$ cat config.mk
export PLATFORM = sky130hd
export DESIGN_NAME = ov5640_dvp_tx
export DESIGN_NICKNAME = d
export VERILOG_FILES = /design/src/rtl/ov5640_pkg.sv /design/src/rtl/ov5640_dvp_timing.sv /design/src/rtl/ov5640_dvp_tx.sv
export SDC_FILE = /design/constraint.sdc
export NUM_CORES = 1
export LEC_CHECK = 0
export BUFFER_PORTS_ARGS = -buffer_cell sky130_fd_sc_hd__buf_2
export CORE_ASPECT_RATIO = 1.75
export CORE_MARGIN = 5
export CORE_UTILIZATION = 40
export DETAILED_ROUTE_END_ITERATION = 6
export GPL_TIMING_DRIVEN = 0
export SYNTH_ARGS = -nofsm -noshare
export SYNTH_HDL_FRONTEND = slang
export SYNTH_HIERARCHICAL = 1
export SYNTH_SLANG_ARGS = --single-unit
$ cat constraint.sdc
create_clock -name clk -period 3.4 [get_ports clk]
set_input_delay 0.68 -clock clk [delete_from_list [all_inputs] [get_ports clk]]
set_output_delay 0.68 -clock clk [all_outputs]
set_load 0.02 [all_outputs]
$ cat src/rtl/ov5640_pkg.sv
// Shared types and default timing for the OV5640 DVP emulator and its capture side.
package ov5640_pkg;

    typedef enum logic [2:0] {IDLE, VSYNC, VBACK, ACTIVE, VFRONT} dvp_state_t;

    localparam int DVP_H_ACTIVE    = 640;
    localparam int DVP_V_ACTIVE    = 480;
    localparam int DVP_H_BLANK     = 64;
    localparam int DVP_VSYNC_LINES = 4;
    localparam int DVP_V_BACK      = 8;
    localparam int DVP_V_FRONT     = 4;

    function automatic int max4(input int a, input int b, input int c, input int d);
        int m;
        m = a;
        if (b > m) m = b;
        if (c > m) m = c;
        if (d > m) m = d;
        return m;
    endfunction

endpackage

$ cat src/rtl/ov5640_dvp_timing.sv
// Frame/line sequencer for the DVP source: owns the state machine and the h/v counters.
module ov5640_dvp_timing
    import ov5640_pkg::*;
#(
    parameter int H_ACTIVE    = DVP_H_ACTIVE,
    parameter int V_ACTIVE    = DVP_V_ACTIVE,
    parameter int H_BLANK     = DVP_H_BLANK,
    parameter int VSYNC_LINES = DVP_VSYNC_LINES,
    parameter int V_BACK      = DVP_V_BACK,
    parameter int V_FRONT     = DVP_V_FRONT
) (
    input  logic i_clk,
    input  logic i_rst,
    input  logic i_enable,
    output logic o_in_vsync,
    output logic o_in_href_window,
    output logic o_even_slot,
    output logic o_frame_first_cycle
);

    localparam int L    = 2 * H_ACTIVE + H_BLANK;
    localparam int HW   = (L > 1) ? $clog2(L) : 1;
    localparam int MAXL = max4(V_ACTIVE, VSYNC_LINES, V_BACK, V_FRONT);
    localparam int VW   = (MAXL < 1) ? 1 : $clog2(MAXL + 1);

    dvp_state_t    r_state;
    logic [HW-1:0] r_h_cnt;
    logic [VW-1:0] r_v_cnt;
    dvp_state_t    w_next;
    logic          w_line_end;
    logic          w_state_end;

    function automatic int lines_of(input dvp_state_t s);
        case (s)
            VSYNC:   return VSYNC_LINES;
            VBACK:   return V_BACK;
            ACTIVE:  return V_ACTIVE;
            VFRONT:  return V_FRONT;
            default: return 0;
        endcase
    endfunction

    // Walk past zero-length states; an empty front porch decides VSYNC/IDLE on the spot.
    function automatic dvp_state_t resolve(input dvp_state_t s, input logic en);
        dvp_state_t t;
        t = s;
        for (int i = 0; i < 4; i++) begin
            if (t == VSYNC && VSYNC_LINES == 0)      t = VBACK;
            else if (t == VBACK && V_BACK == 0)      t = ACTIVE;
            else if (t == VFRONT && V_FRONT == 0)    t = en ? VSYNC : IDLE;
        end
        return t;
    endfunction

    assign w_line_end  = (int'(r_h_cnt) == L - 1);
    assign w_state_end = w_line_end && (int'(r_v_cnt) == lines_of(r_state) - 1);

    always_comb begin
        w_next = IDLE;
        case (r_state)
            VSYNC:   w_next = resolve(VBACK, i_enable);
            VBACK:   w_next = resolve(ACTIVE, i_enable);
            ACTIVE:  w_next = resolve(VFRONT, i_enable);
            VFRONT:  w_next = resolve(i_enable ? VSYNC : IDLE, i_enable);
            default: w_next = IDLE;
        endcase
    end

    always_ff @(posedge i_clk or posedge i_rst) begin
        if (i_rst) begin
            r_state <= IDLE;
            r_h_cnt <= '0;
            r_v_cnt <= '0;
        end else if (r_state == IDLE) begin
            r_h_cnt <= '0;
            r_v_cnt <= '0;
            if (i_enable) r_state <= resolve(VSYNC, i_enable);
        end else if (w_line_end) begin
            r_h_cnt <= '0;
            if (w_state_end) begin
                r_v_cnt <= '0;
                r_state <= w_next;
            end else begin
                r_v_cnt <= r_v_cnt + VW'(1);
            end
        end else begin
            r_h_cnt <= r_h_cnt + HW'(1);
        end
    end

    assign o_in_vsync          = (r_state == VSYNC);
    assign o_in_href_window    = (r_state == ACTIVE) && (int'(r_h_cnt) < 2 * H_ACTIVE);
    assign o_even_slot         = ~r_h_cnt[0];
    assign o_frame_first_cycle = (r_state == VSYNC) && (r_h_cnt == '0) && (r_v_cnt == '0);

endmodule

$ cat src/rtl/ov5640_dvp_tx.sv
// DVP transmitter: turns an RGB565 valid/ready stream into vsync/href/byte frames, high byte first.
module ov5640_dvp_tx
    import ov5640_pkg::*;
#(
    parameter int H_ACTIVE    = DVP_H_ACTIVE,
    parameter int V_ACTIVE    = DVP_V_ACTIVE,
    parameter int H_BLANK     = DVP_H_BLANK,
    parameter int VSYNC_LINES = DVP_VSYNC_LINES,
    parameter int V_BACK      = DVP_V_BACK,
    parameter int V_FRONT     = DVP_V_FRONT
) (
    input  logic        clk,
    input  logic        rest,
    input  logic        enable,
    input  logic [15:0] pix_data,
    input  logic        pix_valid,
    output logic        pix_ready,
    output logic        dvp_vsync,
    output logic        dvp_href,
    output logic [7:0]  dvp_data,
    output logic        frame_start,
    output logic        underflow
);

    logic       w_in_vsync;
    logic       w_in_window;
    logic       w_even;
    logic       w_first;
    logic       w_xfer;
    logic       r_vsync;
    logic       r_href;
    logic [7:0] r_data;
    logic [7:0] r_lo;
    logic       r_fs;
    logic       r_uf;

    ov5640_dvp_timing #(
        .H_ACTIVE    (H_ACTIVE),
        .V_ACTIVE    (V_ACTIVE),
        .H_BLANK     (H_BLANK),
        .VSYNC_LINES (VSYNC_LINES),
        .V_BACK      (V_BACK),
        .V_FRONT     (V_FRONT)
    ) u_timing (
        .i_clk               (clk),
        .i_rst               (rest),
        .i_enable            (enable),
        .o_in_vsync          (w_in_vsync),
        .o_in_href_window    (w_in_window),
        .o_even_slot         (w_even),
        .o_frame_first_cycle (w_first)
    );

    assign pix_ready = w_in_window & w_even;
    assign w_xfer    = pix_ready & pix_valid;

    // A missed slot still occupies its two byte times, sent as zeros, so line timing never moves.
    always_ff @(posedge clk or posedge rest) begin
        if (rest) begin
            r_vsync <= 1'b0;
            r_href  <= 1'b0;
            r_data  <= 8'h00;
            r_lo    <= 8'h00;
            r_fs    <= 1'b0;
            r_uf    <= 1'b0;
        end else begin
            r_vsync <= w_in_vsync;
            r_fs    <= w_first;
            r_href  <= w_in_window;
            r_uf    <= 1'b0;
            if (!w_in_window) begin
                r_data <= 8'h00;
            end else if (w_even) begin
                r_data <= w_xfer ? pix_data[15:8] : 8'h00;
                r_lo   <= w_xfer ? pix_data[7:0]  : 8'h00;
                r_uf   <= ~w_xfer;
            end else begin
                r_data <= r_lo;
            end
        end
    end

    assign dvp_vsync   = r_vsync;
    assign dvp_href    = r_href;
    assign dvp_data    = r_data;
    assign frame_start = r_fs;
    assign underflow   = r_uf;

endmodule
==> results of run 1 <==
-- cell families after synthesis --
family                   after synthesis  synth area share (%)
flip-flops                            43                  45.7
AND/OR/NAND/NOR                       99                  22.7
AO/OA/AOI/OAI                         41                  14.7
XOR/XNOR                              15                  5.58
adder cells (fa/ha/maj)                8                  4.26
buffers and inverters                 29                  6.12
multiplexers                           2                 0.851
-- registers in the layout (all words and copies together), names as in the netlist --
| signal | flops |
|---|---|
| u_timing/r_h_cnt | 11 |
| u_timing/r_v_cnt | 9 |
| dvp_data | 8 |
| r_lo | 8 |
| u_timing/r_state | 3 |
| dvp_href | 1 |
| dvp_vsync | 1 |
| frame_start | 1 |
| underflow | 1 |
-- through the flow --
step	cell area (µm²)	setup WS [ns]	total power, mW	utilization [%]
floorplan	2350	1.10	0.532	-
finish	2690	0.584	0.861	46.5
global route	2690	0.462	0.894	46.5
detailed placement	2610	0.780	0.547	45.0
CTS	2690	0.553	0.877	46.5
global placement	2610	0.828	0.547	45.0
-- layout by cell type, fill, tap and decap left out, types with 2 or more instances in the layout --
cell / count
sky130_fd_sc_hd__nand4_1: 13
sky130_fd_sc_hd__and2b_1: 2
sky130_fd_sc_hd__a32o_1: 8
sky130_fd_sc_hd__and2_1: 2
sky130_fd_sc_hd__clkbuf_8: 5
sky130_fd_sc_hd__ha_1: 8
sky130_fd_sc_hd__inv_1: 19
sky130_fd_sc_hd__a21oi_1: 4
sky130_fd_sc_hd__and3_1: 8
sky130_fd_sc_hd__nand2_1: 14
sky130_fd_sc_hd__o21ai_0: 8
sky130_fd_sc_hd__buf_2: 37
sky130_fd_sc_hd__nor2_1: 18
sky130_fd_sc_hd__xor2_1: 11
sky130_fd_sc_hd__dfrtp_1: 43
sky130_fd_sc_hd__mux2i_1: 2
sky130_fd_sc_hd__xnor2_1: 4
sky130_fd_sc_hd__nand3_1: 16
sky130_fd_sc_hd__nor2b_1: 4
sky130_fd_sc_hd__nand2b_1: 3
sky130_fd_sc_hd__o21ai_2: 8
sky130_fd_sc_hd__clkbuf_1: 3
sky130_fd_sc_hd__nor3_1: 6
sky130_fd_sc_hd__nor4_1: 2
sky130_fd_sc_hd__or2_1: 2
-- worst reg2reg max path, stage by stage, from the launching register on --
cell and delay, ns:
sky130_fd_sc_hd__dfrtp_1 0.40, sky130_fd_sc_hd__buf_2 0.18, sky130_fd_sc_hd__nor2_1 0.18, sky130_fd_sc_hd__nand2_1 0.22, sky130_fd_sc_hd__nand2_1 0.11, sky130_fd_sc_hd__ha_1 0.23, sky130_fd_sc_hd__xnor2_1 0.12, sky130_fd_sc_hd__nor3_1 0.33
sky130_fd_sc_hd__o2111ai_4 0.29, sky130_fd_sc_hd__o21ai_1 0.34, sky130_fd_sc_hd__nor2_1 0.09
-- layout make-up --
cell class / instances / area [µm²] / area share [%]
Sequential cell: 43 / 1080 / 40.0
Inverter: 19 / 71.3 / 2.65
Tap cell: 78 / 97.6 / 3.63
Clock inverter: 2 / 12.5 / 0.465
Timing Repair Buffer: 31 / 155 / 5.77
Buffer: 10 / 72.6 / 2.70
Clock buffer: 6 / 72.6 / 2.70
Multi-Input combinational cell: 165 / 1130 / 42.1
-- power by group --
group,internal [mW],switching (mW),total (mW)
sequential,0.511,0,0.511
clock,0.144,0.181,0.325
combinational,0.00833,0.0169,0.0252
-- per-layer routing --
metal	GRT usage (%)	up-vias	routed length, µm
li1	-	909	-
met1	16.3	908	2070
met2	28.5	42	2980
met3	2.42	12	213
met4	7.44	0	168
met5	0	-	0
-- how the worst max path moves through the flow --
stage                         from             endpoint
6_report       u_timing/r_state[1]            pix_ready
5_1_grt        u_timing/r_state[2]            pix_ready
2_1_floorplan  u_timing/r_state[0]  u_timing/r_state[0]
4_1_cts        u_timing/r_state[1]            pix_ready
3_5_place_dp   u_timing/r_state[1]  u_timing/r_v_cnt[5]
3_3_place_gp   u_timing/r_state[1]  u_timing/r_v_cnt[7]
==> results, run 1 <==
- The critical path runs through a total of 7 cells.
- Broken down by cell family, the worst path's largest delay share belongs to simple AND/OR/NAND/NOR gates.
- TritonCTS built the clock tree.
- Once detail routing completed, the nets flagged for antenna violations numbered 0.
- The worst register-to-register path has a setup slack of 0.79 ns.
- The die covers 7570 µm².
- The number of antenna violations at the first check in global routing is 0.
- The number of placed instances, taps included, is about 350.
- The count of flip-flops with a built-in enable after synthesis is 0.
- STA puts the critical path data arrival time at 2.14 ns.
- Relative to the synthesized area, the layout overhead comes to 14.4%.
- The synthesized netlist occupies a cell area of roughly 2400 µm².
- The share of synthesized registers carrying an async set or reset is between 90% and 100%.
- Clock-pin slew was measured on the worst setup and hold paths at approximately 0.08 ns.
- Post-CTS repair changed the size of 0 cells.
- The number of sinks driven by the clock tree is 43.
- Once the clock tree was built, the setup fixing pass inserted 0 buffers.
- For this design the ratio of total power to cell area is approximately 320 nW/µm².
- The depth of the most critical reg-to-reg path is 10.
- After filler insertion, the fill cell instance count of the layout stands at about 550.
- The worst max-slew margin expressed relative to the limit is 30.5%.
- Port buffering added 31 buffers.
- For this block, the initial DRC count from the detailed router was 79.
- The flow ran to the end, and the final reports show no timing, DRC or antenna violations.
- At the worst endpoint, the required time is 2.72 ns.
- Entering global routing, the biggest net connects 24 pins.
- The die is 68.0 µm wide.
- After detailed routing, the average wire length per cell comes to 15.3 µm.
- Based on the critical path, the design can be clocked at up to 355 MHz.
- The synthesized netlist cell count is between 200 and 250.
- The path type of the worst min-delay path is register to register.
- The antenna cell count is 0.
- In this run the biggest area consumer among cell types represents 45.7% of the synthesized area.
- The post-synth net total is 265.
- The critical path goes through buf_2 -> nand3_1 -> nor2_1 -> and2_4 -> buf_8 -> buf_12 -> buf_2.
- VDD sags by at most 186 µV.
- The worst hold slack after final layout is about 0.50 ns.
- Among all flip-flop cells after synthesis, the most frequent one is sky130_fd_sc_hd__dfrtp_1.
- The routed layout has 1,871 vias.
- The number of buffers added to fix hold violations after cts is 0.
- The effective utilization at floorplan is 40.6%.
- The clock reaches the later pin of the worst-skew pair after between 0.2 and 0.3 ns.
- Setup total negative slack on the finished layout was measured at 0 ns.
- In this run the core area contains 37 standard-cell rows.
- The number of global-route vias before repair is 1,878.
- The largest single stage delay on the critical path is about 0.39 ns.
- The number of clock buffers added by TritonCTS is 5.
- The worst setup path is of the register to primary output kind.
- The count of pins over their slew limit is 0.
- In the synthesized netlist, the cells that appear most often are 43 x sky130_fd_sc_hd__dfrtp_1, 19 x sky130_fd_sc_hd__inv_1, 18 x sky130_fd_sc_hd__nor2_1, 16 x sky130_fd_sc_hd__nand3_1, 14 x sky130_fd_sc_hd__nand2_1.
- The most common cell in the synthesized netlist is sky130_fd_sc_hd__dfrtp_1.
- The worst-path cell with the longest stage delay is sky130_fd_sc_hd__nor2_1.
- The most common cell type on the critical path is sky130_fd_sc_hd__buf_2.
- The worst reg2reg path startpoint is u_timing/r_state[1].
- The number of different library cells used by synthesis comes to 48.
- The count of warnings emitted by yosys is 6.
- Together, buffers and inverters on the worst path number 4.
- The estimated wirelength of the detail-placed design is 4100 µm.
- The share of cells above drive strength 1 is 21.7%.
- For the pin with the worst max-slew slack, the measured transition is 1.03 ns.
- In this run the standard cell core region covers 5790 µm².
- STA classifies the critical path endpoint as a primary output.
- STA classifies the critical path startpoint as a register.
- The endpoint identified for the worst register-to-register timing path is u_timing/r_v_cnt[5].
- Along the worst path, the maximum fanout reaches 10.
- The synthesized design contains 43 register bits.
- The post-detailed-route via-to-cell ratio is ~5.3.
- The worst hold path cell count is 1.
- The first detailed-routing pass took 4 iterations.
- The finished layout holds between 300 and 400 standard cells, fillers aside.
- Summing the sequential cell areas from Yosys gives 45.7% of the chip area.
- The die is 111 µm tall.
- The final setup violation count is 0.
- The first global-routing pass estimated 9050 µm of wire.
- The final routed wirelength across all metal layers is approximately 5400 µm.
- The startpoint of the lowest-slack hold path is r_lo[5].
- The post-route fraction of the period consumed by the critical path is 82.8%.
- The H-tree generated during clock tree synthesis spans 2 levels.
- The synthesized area divided by synthesized cell count is 9.93 µm².
- 33 I/O pins were placed.
- The routed design could run at a clock period as short as between 2 and 3 ns.
- By area the synthesized netlist is led by sky130_fd_sc_hd__dfrtp_1 46%, sky130_fd_sc_hd__ha_1 4.3%, sky130_fd_sc_hd__xor2_1 4.1%.
- The number of remaining DRC errors is 0.
- In this run the clock root is driven by a sky130_fd_sc_hd__clkbuf_8.
- Setup repair after global routing left no endpoint under its margin.
- The top cell type by total area after synthesis is sky130_fd_sc_hd__dfrtp_1.
- The end of the worst hold path is dvp_data[5].
- The count of final hold-check violations is 0.
- The global-route congestion overflow total is 0.
- The weighted congestion at the end of routability-driven global placement is 0.850.
- The static leakage power is 1.27 nW.
- The overall routing resource usage is 15.6%.
- For this run, the post-layout net count is 303.
- Counting along the longest clock path gives a buffer depth of 2.
- The total of max-cap violations is 0.
- The post-route clock skew is 0.00497 ns.
No activity file was read; power rests on OpenSTA's default activity.
==> run 2, diff against run 1 <==
==> constraint.sdc (replaced) <==
create_clock -name clk -period 2.3 [get_ports clk]
set_input_delay 0.46 -clock clk [delete_from_list [all_inputs] [get_ports clk]]
set_output_delay 0.46 -clock clk [all_outputs]
set_load 0.02 [all_outputs]
==> run 2 against run 1 <==
Compared with the run above:
- the flow now finishes with violations (negative setup slack)
- final area is 10% higher
- worst setup slack got worse by 0.63 ns
- global-route usage grew 0.18 points
- sequential share of layout area down 3.6 points
- register-to-register slack worse by 0.83 ns
- total power is 60% higher
- die area unchanged
- clock skew rose by 0.0011 ns
- worst hold slack worse by 0.19 ns
- via count is 1.2% higher
- final cell count is 3.1% higher
- non-clock buffer count increased by 11
- critical path type is now register to register
- largest power group unchanged
- highest routed layer unchanged
==> results, run 2 (synthesis results as in run 1) <==
- The peak per-stage delay on the critical path is 0.45 ns (+0.06 ns).
- The wire length of the first global-routing pass was 9150 µm (+1.1%).
- The worst hold slack after final layout is 0.304 ns (-0.195 ns).
- The number of global-route vias before repair is 1,977 (+5.3%).
- Setup repair after global routing could not meet its margin everywhere.
- The estimated wirelength of the detail-placed design is 4170 µm (+1.8%).
- The critical path goes through nand2b_4 -> a21o_1 -> buf_4 -> ha_1 -> or2_1 -> a21oi_2 -> o2111ai_4 -> mux2i_1 -> or2_1.
- The antenna violation net count after detailed routing is 0 (unchanged).
- The startpoint-to-endpoint class of the critical path is register to register.
- In the final layout, the registers with the most flip-flops are u_timing/r_h_cnt x11, u_timing/r_v_cnt x9.
- The static leakage power was 1.36 nW (+7.3%).
- The pin count of the biggest net entering global routing came to 24 (unchanged).
- The required time of the worst setup path is 2.48 ns (-0.24 ns).
- The post-detailed-route via-to-cell ratio was 5.19 (-1.9%).
- The met1 layer wirelength in the final routing was 2050 µm (-1.0%).
- The slew of the pin with the lowest slew margin is 1.13 ns (+0.0995 ns).
- The number of clock buffers inserted by TritonCTS was 5 (unchanged).
- Dividing the final minimum period by the clock period gives 102%.
- The clock latency on the worst-skew pair was 0.29 ns (about the same).
- The final setup violation count is 7 (+7).
- The weighted congestion at the end of routability-driven global placement was 0.865 (+1.8%).
- The length of routed met3 wiring is 226 µm (+6.1%).
- The number of nets in the layout is 314 (+3.6%).
- Static timing analysis puts the maximum clock frequency at approximately 430 MHz.
- In the layout the commonest cells are 41 x sky130_fd_sc_hd__dfrtp_1, 36 x sky130_fd_sc_hd__buf_2, 16 x sky130_fd_sc_hd__inv_1, 16 x sky130_fd_sc_hd__nor2_1, 13 x sky130_fd_sc_hd__nand4_1.
- u_timing/r_h_cnt holds more flip-flops than any other register.
- From synthesis to final layout, the design area changed by 25.8%.
- The final critical path time including I/O delays and setup is around 2.3 ns.
- The total number of vias is 1,893 (+1.2%).
- The antenna cell count came to 0 (unchanged).
- The I/O pin total is 33 (unchanged).
- The worst-path cell with the longest stage delay is sky130_fd_sc_hd__dfrtp_2.
- The number of sinks driven by the clock tree is 43 (unchanged).
- STA classifies the critical path startpoint as a register.
- The path type of the worst min-delay path is input port to async pin.
- The maximum number of buffers from clock root to sink was 2 (unchanged).
- The worst max-slew margin expressed relative to the limit is 23.8% (-6.7 points).
- The overall routing resource usage is 15.7% (+0.18 points).
- The top routing layer in use is met4.
- The checks that failed: negative setup slack.
- The number of rows in the core area is 37 (unchanged).
- The number of I/O port buffers is 31 (unchanged).
- The worst setup path is captured at a register.
- The floorplan core area is 5790 µm² (unchanged).
- The final routed wirelength across all metal layers is 5730 µm (+5.6%).
- The summed area of non-filler cells in the final layout came to 2960 µm² (+10%).
- The minimum setup slack after placement is -0.201 ns (-0.981 ns).
- The effective utilization at floorplan is 40.6% (unchanged).
- The die outline area is 7570 µm² (unchanged).
- The share of cells above drive strength 1 was 33.8% (+12 points).
- The height of the chip is 111 µm (unchanged).
- The most common cell type on the critical path is sky130_fd_sc_hd__or2_1.
- The total of max-cap violations is 0 (unchanged).
- The worst-path maximum fanout came to 8 (-2).
- The filler cell count is 527 (-4.7%).
- The clock tree from TritonCTS is built.
- The count of pins over their slew limit is 0 (unchanged).
- The total power density per cell area was 465 nW/µm² (+45%).
- The register clock-pin slew on the reported worst setup and hold paths is 0.08 ns (about the same).
- The data arrival time of the worst path came to 2.53 ns (+0.39 ns).
- The maximum VDD drop is 202 µV (+8.6%).
- The setup slack of the critical path after layout is -0.0445 ns (-0.628 ns).
- The number of buffers added to fix hold violations after cts is 0 (unchanged).
- The post-route clock skew is 0.00608 ns (+0.00111 ns).
- The global-route congestion overflow total is 0 (unchanged).
- The number of violations reported at the end of detailed-routing iteration 0 is 48 (-39%).
- The sum of internal, switching and leakage power came to 1.38 mW (+60%).
- The H-tree depth reported by CTS came to 2 (unchanged).
- The post-route setup TNS came to -0.119 ns (-0.119 ns).
- The detailed-route wire length per cell is 15.7 µm (+2.4%).
- Leaving out fill and tap cells, the most frequent cell in the layout is sky130_fd_sc_hd__dfrtp_1.
- The amount of wire on met2 after detailed routing is 3290 µm (+10%).
- The run finished, with violations left.
- The die width is 68.0 µm (unchanged).
- The number of remaining DRC errors is 0 (unchanged).
- The instance area after placement is 2610 µm² (+0.19%).
- The count of final hold-check violations is 0 (unchanged).
- The flip-flop count of the largest register, all copies and words added came to 11 (unchanged).
- The number of antenna violations at the first check in global routing was 0 (unchanged).
- The cell at the root of the clock tree is sky130_fd_sc_hd__clkbuf_8.
- The number of iterations in the first detailed-routing pass is 4 (unchanged).
-- run 2: cell types whose count changed in the layout (fill, tap and decap cells not counted), moves of 3 or more --
| cell | change |
|---|---|
| sky130_fd_sc_hd__nand3_2 | +3 |
| sky130_fd_sc_hd__a21oi_2 | +3 |
| sky130_fd_sc_hd__inv_2 | +3 |
| sky130_fd_sc_hd__inv_1 | -3 |
| sky130_fd_sc_hd__nor2_4 | +3 |
| sky130_fd_sc_hd__a21oi_1 | -3 |
| sky130_fd_sc_hd__buf_4 | +9 |
| sky130_fd_sc_hd__nand3_1 | -5 |
-- run 2: stage by stage --
step / utilization [%] / std cells
2_1_floorplan: - / 237
3_3_place_gp: 45.1 / 346
3_5_place_dp: 45.1 / 346
4_1_cts: 50.2 / 363
5_1_grt: 51.1 / 365
6_report: 51.1 / 365
-- run 2: routing by layer --
layer  track usage, %  vias to the layer above
met5                0                        -
met2             30.4                       46
met4             7.04                        0
li1                 -                      933
met1             15.2                      900
met3             2.42                       14
-- run 2: path summary, 6_finish.rpt --
kind	cells past startpoint	startpoint	endpoint	slack [ns]
worst max-delay path	9	u_timing/r_state[2]	u_timing/r_state[0]	-0.04
worst max register to register	9	u_timing/r_state[2]	u_timing/r_state[0]	-0.04
worst min-delay path	2	rest	underflow	0.30
worst min register to register	1	r_lo[6]	dvp_data[6]	0.51
max in group asynchronous	2	rest	u_timing/r_state[2]	1.35
min in group clk	2	pix_data[11]	dvp_data[3]	0.41
-- run 2: critical path, delay by kind of cell (launching register included) --
kind	cells	cell delay [ns]
AOI/OAI and AO/OA	3	0.63
adders and majority gates	1	0.23
buffers and inverters	1	0.14
DFF	1	0.45
muxes	1	0.18
and+or+nand+nor	3	0.60
-- run 2: layout make-up --
type | count | area (µm²) | share of cell area (%)
sequential | 43 | 1080 | 36.4
multi-input combinational | 165 | 1260 | 42.7
buffer | 10 | 76.3 | 2.58
tap | 78 | 97.6 | 3.30
inverter | 19 | 71.3 | 2.41
clock buffer | 5 | 68.8 | 2.33
timing repair buffer | 42 | 258 | 8.71
clock inverter | 3 | 43.8 | 1.48
-- run 2: report_power, final --
| part | switching [mW] | leakage (nW) | internal [mW] |
|---|---|---|---|
| clock | 0.262 | 0.0581 | 0.323 |
| combinational | 0.0246 | 0.768 | 0.0123 |
| sequential | 0 | 0.532 | 0.755 |
-- run 2: repair_timing --
action	in CTS	in global routing
endpoints found under the setup margin	13	21
resized for setup	25	10
pin swaps	13	4
buffers inserted	9	2
==> run 3, diff against run 2 <==
--- a/config.mk
+++ b/config.mk
@@ -7,10 +7,11 @@
 export LEC_CHECK = 0
 export BUFFER_PORTS_ARGS = -buffer_cell sky130_fd_sc_hd__buf_2
 export CORE_ASPECT_RATIO = 1.75
-export CORE_MARGIN = 5
+export CORE_MARGIN = 2
 export CORE_UTILIZATION = 40
 export DETAILED_ROUTE_END_ITERATION = 6
 export GPL_TIMING_DRIVEN = 0
+export SKIP_LAST_GASP = 1
 export SYNTH_ARGS = -nofsm -noshare
 export SYNTH_HDL_FRONTEND = slang
 export SYNTH_HIERARCHICAL = 1
==> run 3 against run 2 <==
Compared with the run above:
- the flow still finishes with violations (negative setup slack)
- critical path depth up 1
- worst setup slack better by 0.028 ns
- utilization down 0.80 points
- fmax up 1.2%
- critical path type unchanged
- critical endpoint is now u_timing/r_state[2]
- highest routed layer unchanged
==> results, run 3 (synthesis results as in run 1) <==
- The run finished, with violations left.
- The checks that failed: negative setup slack.
- The count of final hold-check violations came to 0 (unchanged).
- The setup slack of the critical path after layout is -0.0164 ns (+0.0281 ns).
- Relative to the synthesized area, the layout overhead comes to 23.8%.
- The number of remaining DRC errors is 0 (unchanged).
- The detailed-route wire length per cell came to 15.7 µm (about the same).
- The floorplan core area is 5790 µm² (unchanged).
- The number of clock buffers inserted by TritonCTS is 5 (unchanged).
- The maximum VDD drop is 256 µV (+26%).
- TritonCTS built the clock tree.
- The footprint of the multi-input gates is 1270 µm² (about the same).
- The category of the worst setup path capture point is a register.
- The pin count of the biggest net entering global routing came to 24 (unchanged).
- The die outline area is 6530 µm² (-14%).
- The wire length of the first global-routing pass is 8790 µm (-3.9%).
- The summed area of non-filler cells in the final layout is 2910 µm² (-1.6%).
- The effective utilization at floorplan was 40.6% (unchanged).
- The filler cell count is 540 (+2.5%).
- The peak per-stage delay on the critical path came to 0.46 ns (about the same).
- The total of max-cap violations is 0 (unchanged).
- The static leakage power came to 1.32 nW (-2.8%).
- The H-tree depth reported by CTS was 2 (unchanged).
- The number of nets in the layout is 313 (-0.32%).
- The post-route clock skew is 0.00607 ns (-0.00000664 ns).
- The register with the most flip-flops is u_timing/r_h_cnt.
- The sequential standard cell area is 1080 µm² (unchanged).
- The estimated wirelength of the detail-placed design is 4040 µm (-3.2%).
- Setup repair after global routing could not meet its margin everywhere.
- The height of the chip is 105 µm (-5.4%).
- The path type of the worst min-delay path is input port to async pin.
- The number of global-route vias before repair is 1,888 (-4.5%).
- Walking the worst path, the cells encountered are nand2b_4 -> a21o_1 -> ha_2 -> inv_2 -> ha_4 -> xor2_2 -> nor3_4 -> o2111ai_4 -> nor2_4 -> mux2i_1.
- The overall routing resource usage is 18.3% (+2.5 points).
- The number of rows in the core area is 37 (unchanged).
- The total power density per cell area is 444 nW/µm² (-4.6%).
- The number of I/O port buffers is 31 (unchanged).
- The antenna cell count is 0 (unchanged).
- In the layout the commonest cells are 41 x sky130_fd_sc_hd__dfrtp_1, 36 x sky130_fd_sc_hd__buf_2, 16 x sky130_fd_sc_hd__inv_1, 16 x sky130_fd_sc_hd__nor2_1, 14 x sky130_fd_sc_hd__nand3_1.
- The power share of the clock group is 38.7% (-3.8 points).
- The final routed wirelength across all metal layers is 5720 µm (-0.24%).
- The depth of the most critical reg-to-reg path was 10 (+1).
- The sequential fraction of design power is 58.4% (+3.6 points).
- The worst reg2reg path startpoint is u_timing/r_state[2].
- The end-of-flow core utilization is 50.3% (-0.80 points).
- Clock tree synthesis selected as its root buffer the cell sky130_fd_sc_hd__clkbuf_8.
- The worst-path maximum fanout came to 6 (-2).
- The instance area after placement is 2610 µm² (unchanged).
- The number of buffers added to fix hold violations after cts was 0 (unchanged).
- The post-route setup TNS is -0.0212 ns (+0.0981 ns).
- The flip-flop count of the largest register, all copies and words added came to 11 (unchanged).
- The global-route congestion overflow total is 0 (unchanged).
- The post-detailed-route via-to-cell ratio is 5.36 (+3.4%).
- The number of antenna violations at the first check in global routing was 0 (unchanged).
- The worst register-to-register path ends at u_timing/r_state[2].
- The startpoint-to-endpoint class of the critical path is register to register.
- The relative contribution of combinational cells to total power is 2.9% (+0.2 points).
- The kind of start point of the critical path is a register.
- The clock latency on the worst-skew pair was 0.29 ns (about the same).
- The worst max-slew margin expressed relative to the limit came to 37.2% (+13 points).
- The die width was 62.0 µm (-8.8%).
- The net switching component of the power was 309 µW (+7.7%).
- The post-route fraction of the period consumed by the critical path was 101% (-1.2 points).
- The I/O pin total is 33 (unchanged).
- The switching part of the total came to 23.9% (+3.1 points).
- The data arrival time of the worst path is 2.53 ns (about the same).
- Leaving out fill and tap cells, the most frequent cell in the layout is sky130_fd_sc_hd__dfrtp_1.
- The antenna violation net count after detailed routing was 0 (unchanged).
- In the final layout, the registers with the most flip-flops are u_timing/r_h_cnt x11, u_timing/r_v_cnt x9.
- The timing-limited maximum frequency came to 432 MHz (+1.2%).
- The sum of internal, switching and leakage power is 1.29 mW (-6.1%).
- The worst-path cell with the longest stage delay is sky130_fd_sc_hd__dfrtp_2.
- The register clock-pin slew on the reported worst setup and hold paths is 0.09 ns (about the same).
- The register-to-register setup slack is -0.02 ns (+0.03 ns).
- The number of violations reported at the end of detailed-routing iteration 0 is 103 (+110%).
- The total number of vias is 1,952 (+3.1%).
- The internal power consumption is 985 µW (-9.7%).
- The number of sinks driven by the clock tree came to 43 (unchanged).
- The slew of the pin with the lowest slew margin is 0.940 ns (-0.194 ns).
- The weighted congestion at the end of routability-driven global placement is 0.826 (-4.5%).
- The required time of the worst setup path is 2.51 ns (+0.03 ns).
- The number of iterations in the first detailed-routing pass came to 4 (unchanged).
- The count of pins over their slew limit was 0 (unchanged).
- The maximum number of buffers from clock root to sink was 2 (unchanged).
- The final setup violation count is 2 (-5).
- The share of cells above drive strength 1 is 31.8% (-2.0 points).
- The final critical path time including I/O delays and setup came to 2.32 ns (-0.0281 ns).
[run 3: cell count changes in the layout (fill, tap and decap cells not counted), moves of 2 or more]
cell | previous run | this run
sky130_fd_sc_hd__a21oi_2 | 4 | 1
sky130_fd_sc_hd__nand3_2 | 3 | 1
sky130_fd_sc_hd__nand3_1 | 11 | 14
sky130_fd_sc_hd__clkinvlp_4 | 0 | 2
sky130_fd_sc_hd__a21oi_1 | 1 | 3
[run 3: power groups by stage]
| stage | Combinational, mW | Sequential, mW | Clock [mW] |
|---|---|---|---|
| global placement | 0.0384 | 0.770 | 0 |
| finish | 0.0371 | 0.755 | 0.501 |
| detailed placement | 0.0385 | 0.770 | 0 |
| floorplan | 0.0163 | 0.770 | 0 |
| global route | 0.0418 | 0.755 | 0.555 |
| CTS | 0.0386 | 0.755 | 0.518 |
[run 3: worst max-delay path, delay by kind of cell, from the launching register on]
kind | cells | cell delay (ns)
flops | 1 | 0.46
simple gates | 3 | 0.59
compound gates | 2 | 0.41
xor+xnor | 1 | 0.16
fa+ha+maj | 2 | 0.37
mux | 1 | 0.21
buf+inv | 1 | 0.06
[run 3: what timing repair did]
item | 4_1_cts | 5_1_grt
setup buffers | 5 | 4
pin swaps | 15 | 9
resized for setup | 20 | 11
setup endpoints to repair | 13 | 21
hold endpoints to repair | 0 | 0
cloned | 1 | 0
[run 3: per-layer routing]
metal | up-vias | wire, µm | global-route usage (%)
met5 | - | 0 | 0
met4 | 0 | 131 | 7.75
met3 | 10 | 187 | 3.44
met2 | 56 | 3420 | 35.3
met1 | 952 | 1980 | 16.8
li1 | 934 | - | -
[run 3: area by class of cell]
type | count | area share, %
multi-input combinational | 166 | 43.5
sequential | 43 | 37.0
timing repair buffer | 40 | 7.77
tap | 78 | 3.35
buffer | 10 | 2.75
inverter | 19 | 2.45
clock buffer | 5 | 2.36
clock inverter | 3 | 0.816
[run 3: worst max path at each step]
stage,endpoint,cells past startpoint,slack [ns],from
floorplan,u_timing/r_state[0],11,0.09,u_timing/r_state[0]
global placement,u_timing/r_state[2],10,-0.16,u_timing/r_state[1]
detailed placement,u_timing/r_v_cnt[5],10,-0.19,u_timing/r_state[1]
CTS,u_timing/r_state[0],10,-0.06,u_timing/r_state[2]
global route,u_timing/r_state[0],10,-0.09,u_timing/r_state[0]
finish,u_timing/r_state[2],10,-0.02,u_timing/r_state[2]
[run 3: metrics by stage]
| step | hold slack [ns] | setup slack (ns) | instances |
|---|---|---|---|
| finish | 0.282 | -0.0164 | 364 |
| global route | 0.342 | -0.0932 | 364 |
| CTS | 0.314 | -0.0621 | 360 |
| detailed placement | 0.501 | -0.187 | 346 |
| global placement | 0.485 | -0.158 | 346 |
| floorplan | 0.424 | 0.0919 | 237 |
